## config.mk

```make
export PLATFORM = sky130hd
export DESIGN_NAME = cpu_csr_unit
export DESIGN_NICKNAME = d
export VERILOG_FILES = /design/src/rtl/cpu_csr_unit.sv
export SDC_FILE = /design/constraint.sdc
export NUM_CORES = 1
export LEC_CHECK = 0
export ABC_AREA = 1
export ABC_CLOCK_PERIOD_IN_PS = 1920
export CORE_ASPECT_RATIO = 0.5
export CORE_MARGIN = 5
export CORE_UTILIZATION = 30
export DETAILED_ROUTE_END_ITERATION = 8
export GPL_ROUTABILITY_DRIVEN = 0
export PLACE_DENSITY = 0.49
export SYNTH_ARGS = -nofsm -noshare
export SYNTH_HDL_FRONTEND = slang
export SYNTH_SLANG_ARGS = --single-unit
```

## constraint.sdc

```tcl
create_clock -name clk -period 1.92 [get_ports clk]
set_clock_uncertainty 0.2 [all_clocks]
set_input_delay 0.288 -clock clk [delete_from_list [all_inputs] [get_ports clk]]
set_output_delay 0.288 -clock clk [all_outputs]
set_load 0.05 [all_outputs]
```

## src/rtl/cpu_csr_unit.sv

```systemverilog
// cpu_csr_unit: Zicsr read-modify-write initiator toward the CSR file.
module cpu_csr_unit #(
    parameter bit RO_CHECK = 1'b1,
    parameter int XLEN     = 32
) (
    input  logic            clk,
    input  logic            rst_n,
    input  logic            start,
    input  logic [2:0]      funct3,
    input  logic [11:0]     csr_addr,
    input  logic [4:0]      rs1_field,
    input  logic [XLEN-1:0] rs1_val,
    output logic            busy,
    output logic            done,
    output logic            illegal,
    output logic [XLEN-1:0] rd_val,
    output logic [11:0]     csr_addr_out,
    output logic [XLEN-1:0] csr_data_out,
    output logic            csr_wr,
    input  logic [XLEN-1:0] csr_data_in,
    output logic            incr_inst_count
);
    typedef enum logic [1:0] {IDLE, READ, WRITE, DONE} state_t;
    state_t state, state_nx;
    logic [2:0] f3;
    logic [4:0] rs1f;
    logic [XLEN-1:0] rs1v, old, src, nv;
    logic ill, we, ro, bad;
    always_comb begin
        src = f3[2] ? {{(XLEN-5){1'b0}}, rs1f} : rs1v;
        nv = (f3[1:0] == 2'b01) ? src : (f3[1:0] == 2'b10) ? (csr_data_in | src) : (csr_data_in & ~src);
        we = (f3[1:0] == 2'b01) || (rs1f != 5'd0);
        ro = RO_CHECK && we && (csr_addr_out[11:10] == 2'b11);
        bad = funct3[1:0] == 2'b00;
        state_nx = state;
        case (state)
            IDLE:    state_nx = start ? (bad ? DONE : READ) : IDLE;
            READ:    state_nx = ro ? DONE : WRITE;
            WRITE:   state_nx = DONE;
            default: state_nx = IDLE;
        endcase
    end
    assign busy            = state != IDLE;
    assign done            = state == DONE;
    assign illegal         = done && ill;
    assign incr_inst_count = done && !ill;
    assign csr_wr          = (state == WRITE) && we;
    always_ff @(posedge clk or negedge rst_n) begin
        if (!rst_n) begin
            state        <= IDLE;
            f3           <= '0;
            rs1f         <= '0;
            rs1v         <= '0;
            csr_addr_out <= '0;
            old          <= '0;
            ill          <= 1'b0;
            rd_val       <= '0;
            csr_data_out <= '0;
        end else begin
            state <= state_nx;
            if (state == IDLE && start) begin
                f3           <= funct3;
                csr_addr_out <= csr_addr;
                rs1f         <= rs1_field;
                rs1v         <= rs1_val;
                ill          <= bad;
            end
            if (state == READ) begin
                old <= csr_data_in;
                ill <= ro;
                if (we && !ro)
                    csr_data_out <= nv;
            end
            // Only a completed write path returns the old value; illegal outcomes return zero.
            if (state_nx == DONE)
                rd_val <= (state == WRITE) ? old : '0;
        end
    end
endmodule
```

# Word-level counts from Yosys, hierarchy flattened
# Index checks and enable logic that the tools add are counted.
[classes] bitwise_logic=3 eq_ne=7 n_reduce_logical=15 mux=10
[ops] cell="$mux 32" n=4
[ops] cell="$and 32x32->32" n=1
[ops] cell="$not 32->32" n=1
[ops] cell="$or 32x32->32" n=1
[ops] cell="$eq 2x2->1 const B" n=5
[ops] cell="$logic_and 1x1->1" n=6
[ops] cell="$pmux 2 s3" n=1
[ops] cell="$reduce_bool 5->1" n=1
[ops] cell="$eq 2x1->1 const B" n=2
[ops] cell="$logic_not 2->1" n=2
[ops] cell="$mux 2" n=2
[ops] cell="$reduce_bool 2->1" n=2
[ops] cell="$mux 1" n=3
[ops] cell="$logic_not 1->1" n=2
[ops] cell="$reduce_and 2->1" n=1
[ops] cell="$logic_or 1x1->1" n=1
[totals] input_bits=87 ff_bits=151 output_inout_bits=81

# Depth between registers and ports, before layout
# Gate-level depths: netlist (run 1).
[depth] word_depth=6 depth_mapped=11 ltp_nobuf=9

# Worst setup path before layout (run 1)
# Ideal clock, no wire load.
[synth_path] path_type="register to output" from="reg state[0]" to="out csr_wr" path_stages_with_launch=7 required_time_ns=1.432 setup_slack_ns=-0.360 n_path_buf=2 arrival_time_ns=1.792 path_cell_list="dfrtp_1 > inv_1 > ha_1 > clkbuf_1 > clkbuf_1 > inv_1 > nor2_1"
[synth_via] elab_chain_len=2
[synth_lines] element="from (decl)" line="24" source="state_t state, state_nx;"
[synth_lines] element="from (signal assigned)" line="60" source="state <= state_nx;"
[synth_lines] element="$eq 2x2->1" line="47" source="assign csr_wr = (state == WRITE) && we;"
[synth_lines] element="$logic_and 1x1->1" line="47"
[synth_lines] element="to (decl)" line="19" source="output logic csr_wr,"
# No other way between the ends.

# Worst setup path after layout (run 1)
[layout_path] from="reg state[1]" to="reg rd_val[28]"
[layout_via] elab_chain_len=3 elab_cells_between_ends=6 classes_between="eq/ne: 3; mux: 2; reduce/logical: 1"
[layout_lines] element="$eq 2x2->1, or another cell as far along" line="36, 76"
[layout_lines] element="$pmux 2 s3" line="36" source="case (state)"
[layout_lines] element="$eq 2x2->1" line="75" source="if (state_nx == DONE)"
[layout_lines] element="to (signal assigned)" line="76" source="rd_val <= (state == WRITE) ? old : '0;"
[layout_lines] element="to (decl)" line="16" source="output logic [XLEN-1:0] rd_val,"
# Several ways; a longest one is shown, not always the timed one.
# A chain may end at the register's enable or synchronous reset.

==> results of run 1 <==
-- layout make-up --
| cell class | count | area [µm²] | share of cell area [%] |
|---|---|---|---|
| timing repair buffer | 202 | 1930 | 20.0 |
| multi-input combinational | 570 | 2740 | 28.4 |
| inverter | 42 | 163 | 1.68 |
| sequential | 151 | 3780 | 39.1 |
| tap | 300 | 375 | 3.88 |
| clock buffer | 26 | 539 | 5.58 |
| clock inverter | 6 | 133 | 1.37 |
-- layout by cell type, fill, tap and decap left out, types with 5 or more instances in the layout --
cell type	synthesis	final
sky130_fd_sc_hd__nand2_1	375	348
sky130_fd_sc_hd__dfrtp_1	151	151
sky130_fd_sc_hd__buf_4	2	97
sky130_fd_sc_hd__clkdlybuf4s50_1	0	85
sky130_fd_sc_hd__nand3_1	64	64
sky130_fd_sc_hd__inv_1	39	32
sky130_fd_sc_hd__nor2_1	33	28
sky130_fd_sc_hd__a21oi_1	27	27
sky130_fd_sc_hd__nand2_2	3	26
sky130_fd_sc_hd__o21a_1	26	26
sky130_fd_sc_hd__o21ai_0	24	24
sky130_fd_sc_hd__clkbuf_16	0	17
sky130_fd_sc_hd__buf_12	0	15
sky130_fd_sc_hd__inv_2	3	8
sky130_fd_sc_hd__clkbuf_8	0	8
sky130_fd_sc_hd__nand2_4	4	6
sky130_fd_sc_hd__nand2_8	0	5
-- per-layer routing --
layer	vias to the layer above	GRT usage, %	wire length (µm)
met5	-	0	0
met4	0	4.54	248
met3	15	4.00	700
met2	93	25.0	9630
met1	2669	24.9	10700
li1	2882	-	-
-- metrics by stage --
step	cell area, µm²	setup slack, ps	setup TNS [ps]	instances
after floorplan	6680	-41.9	-82.0	805
after global placement	8660	-79.9	-2030	1251
after detailed placement	8660	-88.8	-2280	1251
after CTS	9490	-49.3	-126	1292
after global routing	9660	-86.7	-1850	1297
final	9660	1.96	0	1297
-- registers in the layout, summed over array words and instances, names as in the netlist --
register and flops:
rd_val 32, old 32, state 2, csr_data_out 32
rs1f 5, csr_addr_out 12, f3 3, rs1v 32
ill 1
-- worst min path at each step --
stage	to	slack, ps	cells past startpoint	from
after floorplan	csr_addr_out[0]	-210	0	rst_n
after global placement	csr_addr_out[10]	60	1	rst_n
after detailed placement	csr_data_out[27]	70	1	rst_n
after CTS	csr_data_out[27]	180	2	rst_n
after global routing	csr_addr_out[2]	190	3	csr_addr[2]
final	csr_addr_out[10]	160	2	rst_n
-- power by group through the flow --
stage / combinational (mW) / clock, mW / sequential [mW]
2_1_floorplan: 4.44 / 0 / 8.05
3_3_place_gp: 10.1 / 0 / 5.70
3_5_place_dp: 10.2 / 0 / 5.70
4_1_cts: 10.8 / 3.85 / 5.67
5_1_grt: 12.0 / 4.01 / 5.92
6_report: 11.0 / 3.77 / 5.72
-- cells by family (layout without fill, tap and decap cells) --
logic type	after synthesis	in the layout	synth area share (%)
AO/OA/AOI/OAI	79	79	7.24
AND/OR/NAND/NOR	483	486	29.4
XOR/XNOR	1	1	0.131
adder cells (fa/ha/maj)	4	4	0.750
flip-flops	151	151	56.7
buffers and inverters	87	276	5.83
-- repair_timing --
action	in CTS	in global routing
pin swaps	3	16
hold endpoints to repair	81	0
endpoints found under the setup margin	27	35
resized for setup	17	47
cloned	2	2
setup buffers	6	6
hold buffers	1	0
==> flow_metrics.tcl, run 1 <==
set metrics [dict create \
    grt_pass1_vias 5754 \
    drtPass1Iterations 5 \
    final_antenna_net_count 0 \
    ys_types 23 \
    cellLeakagePower_nw 4.93 \
    initial_core_util_pct 30.6 \
    comb_power_share_pct 53.7 \
    remaining_design_rule_violation_count 0 \
    pwr-share-clk_pct 18.4 \
    dp_hpwl_um 14700 \
    netSwitchingPower_mw 9.62 \
    die_x_um 221 \
    area_growth_syn_to_layout_pct 44.9 \
    seq_power_share_pct 27.9 \
    unrepaired_setup_endpoints_after_global_routing "true" \
    dr_total_vias 5659 \
    placeableCoreArea_um2 21800 \
    syn_nets 896 \
    critical_path.cell_chain "inv_2 -> ha_4 -> nand2_4 -> nor2_4 -> nand2_2 -> a21oi_4 -> buf_12 -> nand2_8 -> nand2_2 -> nand2_1" \
    tritoncts.num_buffers 17 \
    element_type_at_the_critical_path_start "flop" \
    endpoint "rd_val[28]" \
    delay_contributed_by_the_slowest_stage_of_the_critical_path_ps 400 \
    grt_first_pass_wirelength_um 33500 \
    clkTransAtPathRegs_ps 60 \
    buffer_and_inverter_count_on_the_worst_path 2 \
    synth.top_cell.area_share_pct 56.7 \
    synth_async_sr_flop_share_pct 100 \
    post-route-util_pct 44.4 \
    finalCriticalPeriod_ps 1920 \
    drv_cap 0 \
    tritoncts_clock_tree "yes" \
    slew_headroom_pct 62.9 \
    power_report.internal_total_mw 10.9 \
    num_io_pins 168 \
    syn_area_per_cell_um2 8.28 \
    antennaDiodeCount 0 \
    path_common_cell "sky130_fd_sc_hd__nand2_2" \
    wl_um 21300 \
    worst_hold_path_type "primary input to async pin" \
    grt_start_max_net_pins 58 \
    nFillCells 2194 \
    dr.first_iter.drc_count 358 \
    r2r.worst_path.cells 10 \
    stages_on_the_worst_setup_path 10 \
    dieHeight_um 115 \
    critical-path-slowest-cell "sky130_fd_sc_hd__dfrtp_1" \
    regToRegEndpoint "rd_val[28]" \
    worst_setup_path_type "flop to flop" \
    netlist_top_cells_count "sky130_fd_sc_hd__nand2_1, sky130_fd_sc_hd__dfrtp_1, sky130_fd_sc_hd__nand3_1, sky130_fd_sc_hd__inv_1, sky130_fd_sc_hd__nor2_1" \
    synthCells 805 \
    placement.io_buffers 167 \
    r2r-start "state[1]" \
    fraction_of_layout_instances_using_a_drive_strength_above_1_pct 21.1 \
    number_of_antenna_violations_at_the_first_check_in_global_routing 0 \
    worstPathMaxFanout 8 \
    power.total_mw 20.5 \
    switching_share_pct 46.9 \
    worst_setup_path_end_kind "flop" \
    synth.yosys.warnings 0 \
    floorplan.rows 38 \
    fmaxAchievable_mhz 521 \
    hold_viol_final 0 \
    synth_sequential_area_ratio_pct 56.7 \
    outcome "completed" \
    worstSkewPairLatency_ps 420 \
    grt_util_all_layers_pct 16.8 \
    max_slew.worst_pin.slew_ps 556 \
    cpLargestDelayFamily "simple AND/OR/NAND/NOR gates" \
    ys.flop_type "sky130_fd_sc_hd__dfrtp_1" \
    crit_path_start "state[1]" \
    cts.sink_count 151 \
    max-clock-path-buffers 2 \
    setup_viol 0 \
    timing.critical_path.arrival_ps 2020 \
    post_synth_main_area_contributors "sky130_fd_sc_hd__dfrtp_1, sky130_fd_sc_hd__nand2_1, sky130_fd_sc_hd__nand3_1" \
    post_drt_via_cell_ratio 4.36 \
    htree_levels 4 \
    yosysMostFrequentCell "sky130_fd_sc_hd__nand2_1" \
    power_dens_cells_nw_per_um2 2120 \
    overall_die_area_um2 25500 \
    overflow 0 \
    regToRegSetupSlack_ps 2 \
    maxSlewViolCount 0 \
    synth.cell_area_um2 6670 \
    timing.hold.ws_ps 165 \
    detail_route.wl_per_cell_um 16.4 \
    critPathRequiredTime_ps 2020 \
    yosys_register_bits 151 \
    synth_enable_flop_cells 0 \
    maximum_ir_drop_on_the_vdd_rail_mv 0.748 \
    timing.final.crit_share_pct 99.9 \
    finalNetCount 1075 \
    clockRootBuffer "sky130_fd_sc_hd__clkbuf_16" \
    synth_area_leader_cell "sky130_fd_sc_hd__dfrtp_1" \
]
Power figures use the tool's default switching activity.
==> run 2: changes to the inputs <==
ABC_AREA = 0   (was 1)
ABC_CLOCK_PERIOD_IN_PS = 2200   (was 1920)
CAP_MARGIN = 20   (was unset)
clock period = 2.2 ns   (was 1.92 ns; I/O delays follow)
==> flow_metrics.tcl, run 2 <==
set metrics [dict create \
    outcome "finished, violations left" \
    failed_checks "negative setup slack" \
    synth_enable_flop_cells 0 \
    synth.cell_area_um2 6670 \
    clockRootBuffer "sky130_fd_sc_hd__clkbuf_16" \
    maxSlewViolCount 0 \
    antennaDiodeCount 0 \
    maximum_ir_drop_on_the_vdd_rail_mv 0.597 \
    dr_total_vias 4775 \
    regToRegEndpoint "csr_data_out[17]" \
    power.total_mw 17.5 \
    remaining_design_rule_violation_count 0 \
    delay_contributed_by_the_slowest_stage_of_the_critical_path_ps 560 \
    tritoncts_clock_tree "yes" \
    layout_common_cells "sky130_fd_sc_hd__dfrtp_1, sky130_fd_sc_hd__clkdlybuf4s50_1, sky130_fd_sc_hd__mux2_2" \
    initial_core_util_pct 30.6 \
    area_growth_syn_to_layout_pct 44.5 \
    synth_sequential_area_ratio_pct 56.6 \
    synthCells 517 \
    unrepaired_setup_endpoints_after_global_routing "true" \
    grt_start_max_net_pins 55 \
    setup_tns_ps -1790 \
    critPathRequiredTime_ps 1670 \
    ys_types 33 \
    synth.yosys.warnings 0 \
    postLayoutCellArea_um2 9640 \
    worstSkewPairLatency_ps 430 \
    placement.setup.worst_slack_ps 16.1 \
    r2r-start "rs1f[3]" \
    grt_first_pass_wirelength_um 28800 \
    crit_path_start "rs1f[3]" \
    critical_path.cell_chain "or4_4 -> o31a_4 -> buf_12" \
    wl_um 19900 \
    dp.cells 972 \
    dr.first_iter.drc_count 274 \
    final_common_cell "sky130_fd_sc_hd__dfrtp_1" \
    clkTransAtPathRegs_ps 60 \
    cellLeakagePower_nw 4.24 \
    drv_cap 0 \
    final-instance-count-excl-fill 1014 \
    htree_levels 4 \
    regToRegSetupSlack_ps -90 \
    finalCriticalPeriod_ps 2340 \
    synth_area_leader_cell "sky130_fd_sc_hd__dfrtp_1" \
    max_slew.worst_pin.slew_ps 622 \
    placement.io_buffers 167 \
    syn_area_per_cell_um2 12.9 \
    final_antenna_net_count 0 \
    worst_slack_ps -140 \
    yosysMostFrequentCell "sky130_fd_sc_hd__dfrtp_1" \
    synth.top_cell.area_share_pct 56.6 \
    dpl-instance-area_um2 8810 \
    cts.sink_count 151 \
    timing.critical_path.arrival_ps 1810 \
    critical-path-slowest-cell "sky130_fd_sc_hd__or4_4" \
    setup_viol 30 \
    worst_hold_path_type "primary input to async pin" \
    post_drt_via_cell_ratio 4.71 \
    post-route-util_pct 44.3 \
    slew_headroom_pct 58.5 \
    overflow 0 \
    worst_setup_path_type "flop to output pin" \
    floorplan.rows 38 \
    finalNetCount 794 \
    endpoint "csr_wr" \
    num_io_pins 168 \
    dieHeight_um 115 \
    detail_route.wl_per_cell_um 19.6 \
    tritoncts.num_buffers 17 \
    netlist_top_cells_count "sky130_fd_sc_hd__dfrtp_1, sky130_fd_sc_hd__mux2_2, sky130_fd_sc_hd__a22o_2, sky130_fd_sc_hd__nand2_1, sky130_fd_sc_hd__nor2b_1" \
    drtPass1Iterations 4 \
    grt_pass1_vias 4879 \
    post_synth_main_area_contributors "sky130_fd_sc_hd__dfrtp_1, sky130_fd_sc_hd__mux2_2, sky130_fd_sc_hd__a22o_2" \
    worstPathMaxFanout 2 \
    synth_async_sr_flop_share_pct 100 \
    syn_nets 608 \
    element_type_at_the_critical_path_start "flop" \
    grt_util_all_layers_pct 14.7 \
    number_of_antenna_violations_at_the_first_check_in_global_routing 0 \
    timing.final.crit_share_pct 106 \
    power_dens_cells_nw_per_um2 1820 \
    max-clock-path-buffers 2 \
    r2r.worst_path.cells 6 \
    hold_viol_final 0 \
    fmaxAchievable_mhz 427 \
    placeableCoreArea_um2 21800 \
    fraction_of_layout_instances_using_a_drive_strength_above_1_pct 28.4 \
    ys.flop_type "sky130_fd_sc_hd__dfrtp_1" \
    die_x_um 221 \
    yosys_register_bits 151 \
    worst_setup_path_end_kind "output pin" \
    overall_die_area_um2 25500 \
    dp_hpwl_um 12900 \
    timing.hold.ws_ps 202 \
]
==> run 2: worst min-delay path by stage <==
stage,start,end,slack [ps],cells after the start
2_1_floorplan,rst_n,csr_addr_out[0],-170,0
3_3_place_gp,rst_n,csr_addr_out[8],90,1
3_5_place_dp,rst_n,csr_addr_out[8],90,1
4_1_cts,rst_n,csr_addr_out[8],200,2
5_1_grt,rst_n,csr_addr_out[8],240,2
6_report,rst_n,csr_addr_out[4],200,2
==> run 2: critical path, delay by kind of cell (launching register included) <==
kind	cells	cell delay, ps
simple gates	1	560
flops	1	380
compound gates	1	300
buf+inv	1	150
==> run 2: layout make-up <==
cell class / instances / area [µm²]
flip-flops and latches: 151 / 3780
well taps: 300 / 375
clock buffers: 21 / 450
repair buffers: 202 / 2150
inverters: 4 / 15.0
clock inverters: 9 / 128
fillers: 2063 / 12100
multi-input cells: 327 / 2740
==> run 2: logic make-up (layout without fill, tap and decap cells) <==
family                   Yosys count  in the layout  synth area share (%)
AO/OA/AOI/OAI                    105            105                  13.2
XOR/XNOR                          32             32                  4.20
adder cells (fa/ha/maj)            4              4                 0.750
buffers and inverters             39            236                  2.94
flip-flops                       151            151                  56.6
multiplexers                      94             94                  15.7
AND/OR/NAND/NOR                   92             92                  6.64
==> run 2: metal layers <==
metal / GRT usage, % / share of wire, %
met1: 18.7 / 46
met2: 25.4 / 50
met3: 3.85 / 2.8
met4: 3.72 / 0.92
met5: 0 / 0
==> run 2: timing repair <==
item / 4_1_cts / 5_1_grt
hold endpoints to repair: 38 / 0
resized for setup: 3 / 20
gates cloned: 0 / 7
hold buffers: 1 / 0
setup buffers: 2 / 2
endpoints found under the setup margin: 2 / 58
pin swaps: 1 / 2
==> run 2: report_power, final <==
group	switching, mW	total [mW]	internal [mW]
combinational	5.47	9.71	4.24
clock	1.14	2.93	1.80
sequential	0.743	4.88	4.14
==> run 3: changes to the inputs <==
CAP_MARGIN = 25   (was 20)
==> results of run 3 <==
No change in the layout: final DEF, timing and power equal those of run 2.
==> patch: new RTL, flow settings as in run 3 <==
`RO_CHECK`: 1'b1 -> 1'b0.
--- a/src/rtl/cpu_csr_unit.sv
+++ b/src/rtl/cpu_csr_unit.sv
@@ -2,3 +2,3 @@
 module cpu_csr_unit #(
-    parameter bit RO_CHECK = 1'b1,
+    parameter bit RO_CHECK = 1'b0,
     parameter int XLEN     = 32
Behaviour: not the same (Yosys sat finds a counterexample within 4 cycles, from zero or initial values and one cycle with rst_n low).
==> patch against run 3 <==
- the flow still finishes with violations (setup timing)
- power down 7.5%
- final cell count down 0.59%
- design area down 5.9%
- setup slack worse by 0.027 ns
- synthesized area down 5.7%
- routed wire length down 13%
- sequential cell count unchanged
- first-iteration DRC count down 36%
- critical path type unchanged
- critical endpoint unchanged
==> patch: results (changes against run 3) <==
status: complete, but fails checks
failing checks: setup timing
layout cells sized above 1: 0.2122 (-0.07207)
Final setup viols: 1 (-97%)
worst relative slew slack: 0.6284 (+0.04355)
global-route wire length before repair: 27670 µm (-3.8%)
most common library cells after synthesis: 151 x dfrtp_1, 97 x nand2_1, 84 x mux2_2, 64 x o21ai_0, 35 x nor2_1
Max VDD drop: 0.0005594 V (-6.3%)
H-tree levels: 4 (unchanged)
DP HPWL: 12190 µm (-5.4%)
dpl ws: 0.1397 ns (+0.1236 ns)
Synth area leaders: dfrtp_1 60%, mux2_2 15%, nand2_1 5.8%
# nets final: 813 (+2.4%)
Leakage: 3.794 nW (-11%)
Max FO, Critical Path: 3 (+1)
register area share after synthesis: 0.6005 (+0.03434)
Post-Syn Nets: 642 (+5.6%)
largest net degree at the start of global routing: 65 (+18%)
WL/cell: 17.18 µm (-13%)
Iter 0 DRT Violations: 176 (-36%)
vias in the first global route: 4761 (-2.4%)
final worst slack: -0.1675 ns (-0.02715 ns)
TNS Setup: -0.1675 ns (+1.627 ns)
layout filler cell count: 1908 (-7.5%)
worst path arrival time: 1.84 ns (+0.03 ns)
-- patch: changes by cell type after synthesis, sizes merged, moves of 6 or more --
cell    before  now
nand2       29   97
o21ai       28   64
a22o        32    0
a31oi        0   32
nand2b       0   28
a221o       27    0
nor2b       29    2
xnor2       27    1
nor2        28   35
buf         16   10
clkbuf      19   25
-- patch: metrics by stage --
stage / area [µm²] / hold WS (ns) / std cells / power, mW
6_report: 9074 / 0.2280 / 1008 / 16.21
5_1_grt: 9074 / 0.2650 / 1008 / 17.26
3_3_place_gp: 8449 / 0.1038 / 974 / 13.22
3_5_place_dp: 8449 / 0.1043 / 974 / 13.35
4_1_cts: 9047 / 0.2361 / 1007 / 16.33
2_1_floorplan: 6295 / -0.1656 / 551 / 10.30
-- patch: where the power goes --
part / internal (mW) / switching [mW]
logic: 3.29 / 5.07
clock network: 1.77 / 1.15
registers: 4.14 / 0.782
-- patch: per-layer routing --
layer	GRT usage	wire length [µm]	share of wire	vias up
met4	0.04160	195	0.011	0
met5	0	0	0	-
li1	-	-	-	2235
met1	0.1890	8023	0.46	2200
met2	0.2387	8281	0.48	85
met3	0.03880	819	0.047	14
-- patch: area by class of cell --
class | instances | area share
clock inverter | 14 | 0.01751
multi-input combinational | 362 | 0.2631
clock buffer | 18 | 0.04730
tap | 273 | 0.03764
sequential | 151 | 0.4166
inverter | 3 | 0.001241
timing repair buffer | 187 | 0.2166
-- patch: timing repair --
item / in CTS / in global routing
hold endpoints to repair: 43 / 0
cloned: 0 / 1
endpoints found under the setup margin: 1 / 9
hold buffers: 1 / 0
resized for setup: 0 / 1
-- patch: critical path, stage by stage (launching register included) --
cell and delay (ns):
dfrtp_1 0.39, or4_4 0.58, o31a_1 0.30, buf_12 0.16
-- patch: logic make-up after synthesis --
kind of cell    share of synthesized area
mux                                0.1599
compound gates                    0.09048
simple gates                       0.1143
buf+inv                           0.02545
xor+xnor                         0.001392
flops                              0.6005
fa+ha+maj                        0.007954
-- patch: worst paths after layout --
kind,from,to,slack [ns],depth (start not counted)
setup / recovery,rs1f[4],csr_wr,-0.17,3
hold / removal,rst_n,rs1f[2],0.23,2
setup reg to reg,state[1],rd_val[0],0.14,6
hold reg to reg,csr_data_out[6],csr_data_out[6],0.28,2
max in group asynchronous,rst_n,f3[2],0.89,3
min in group clk,csr_data_out[6],csr_data_out[6],0.28,2
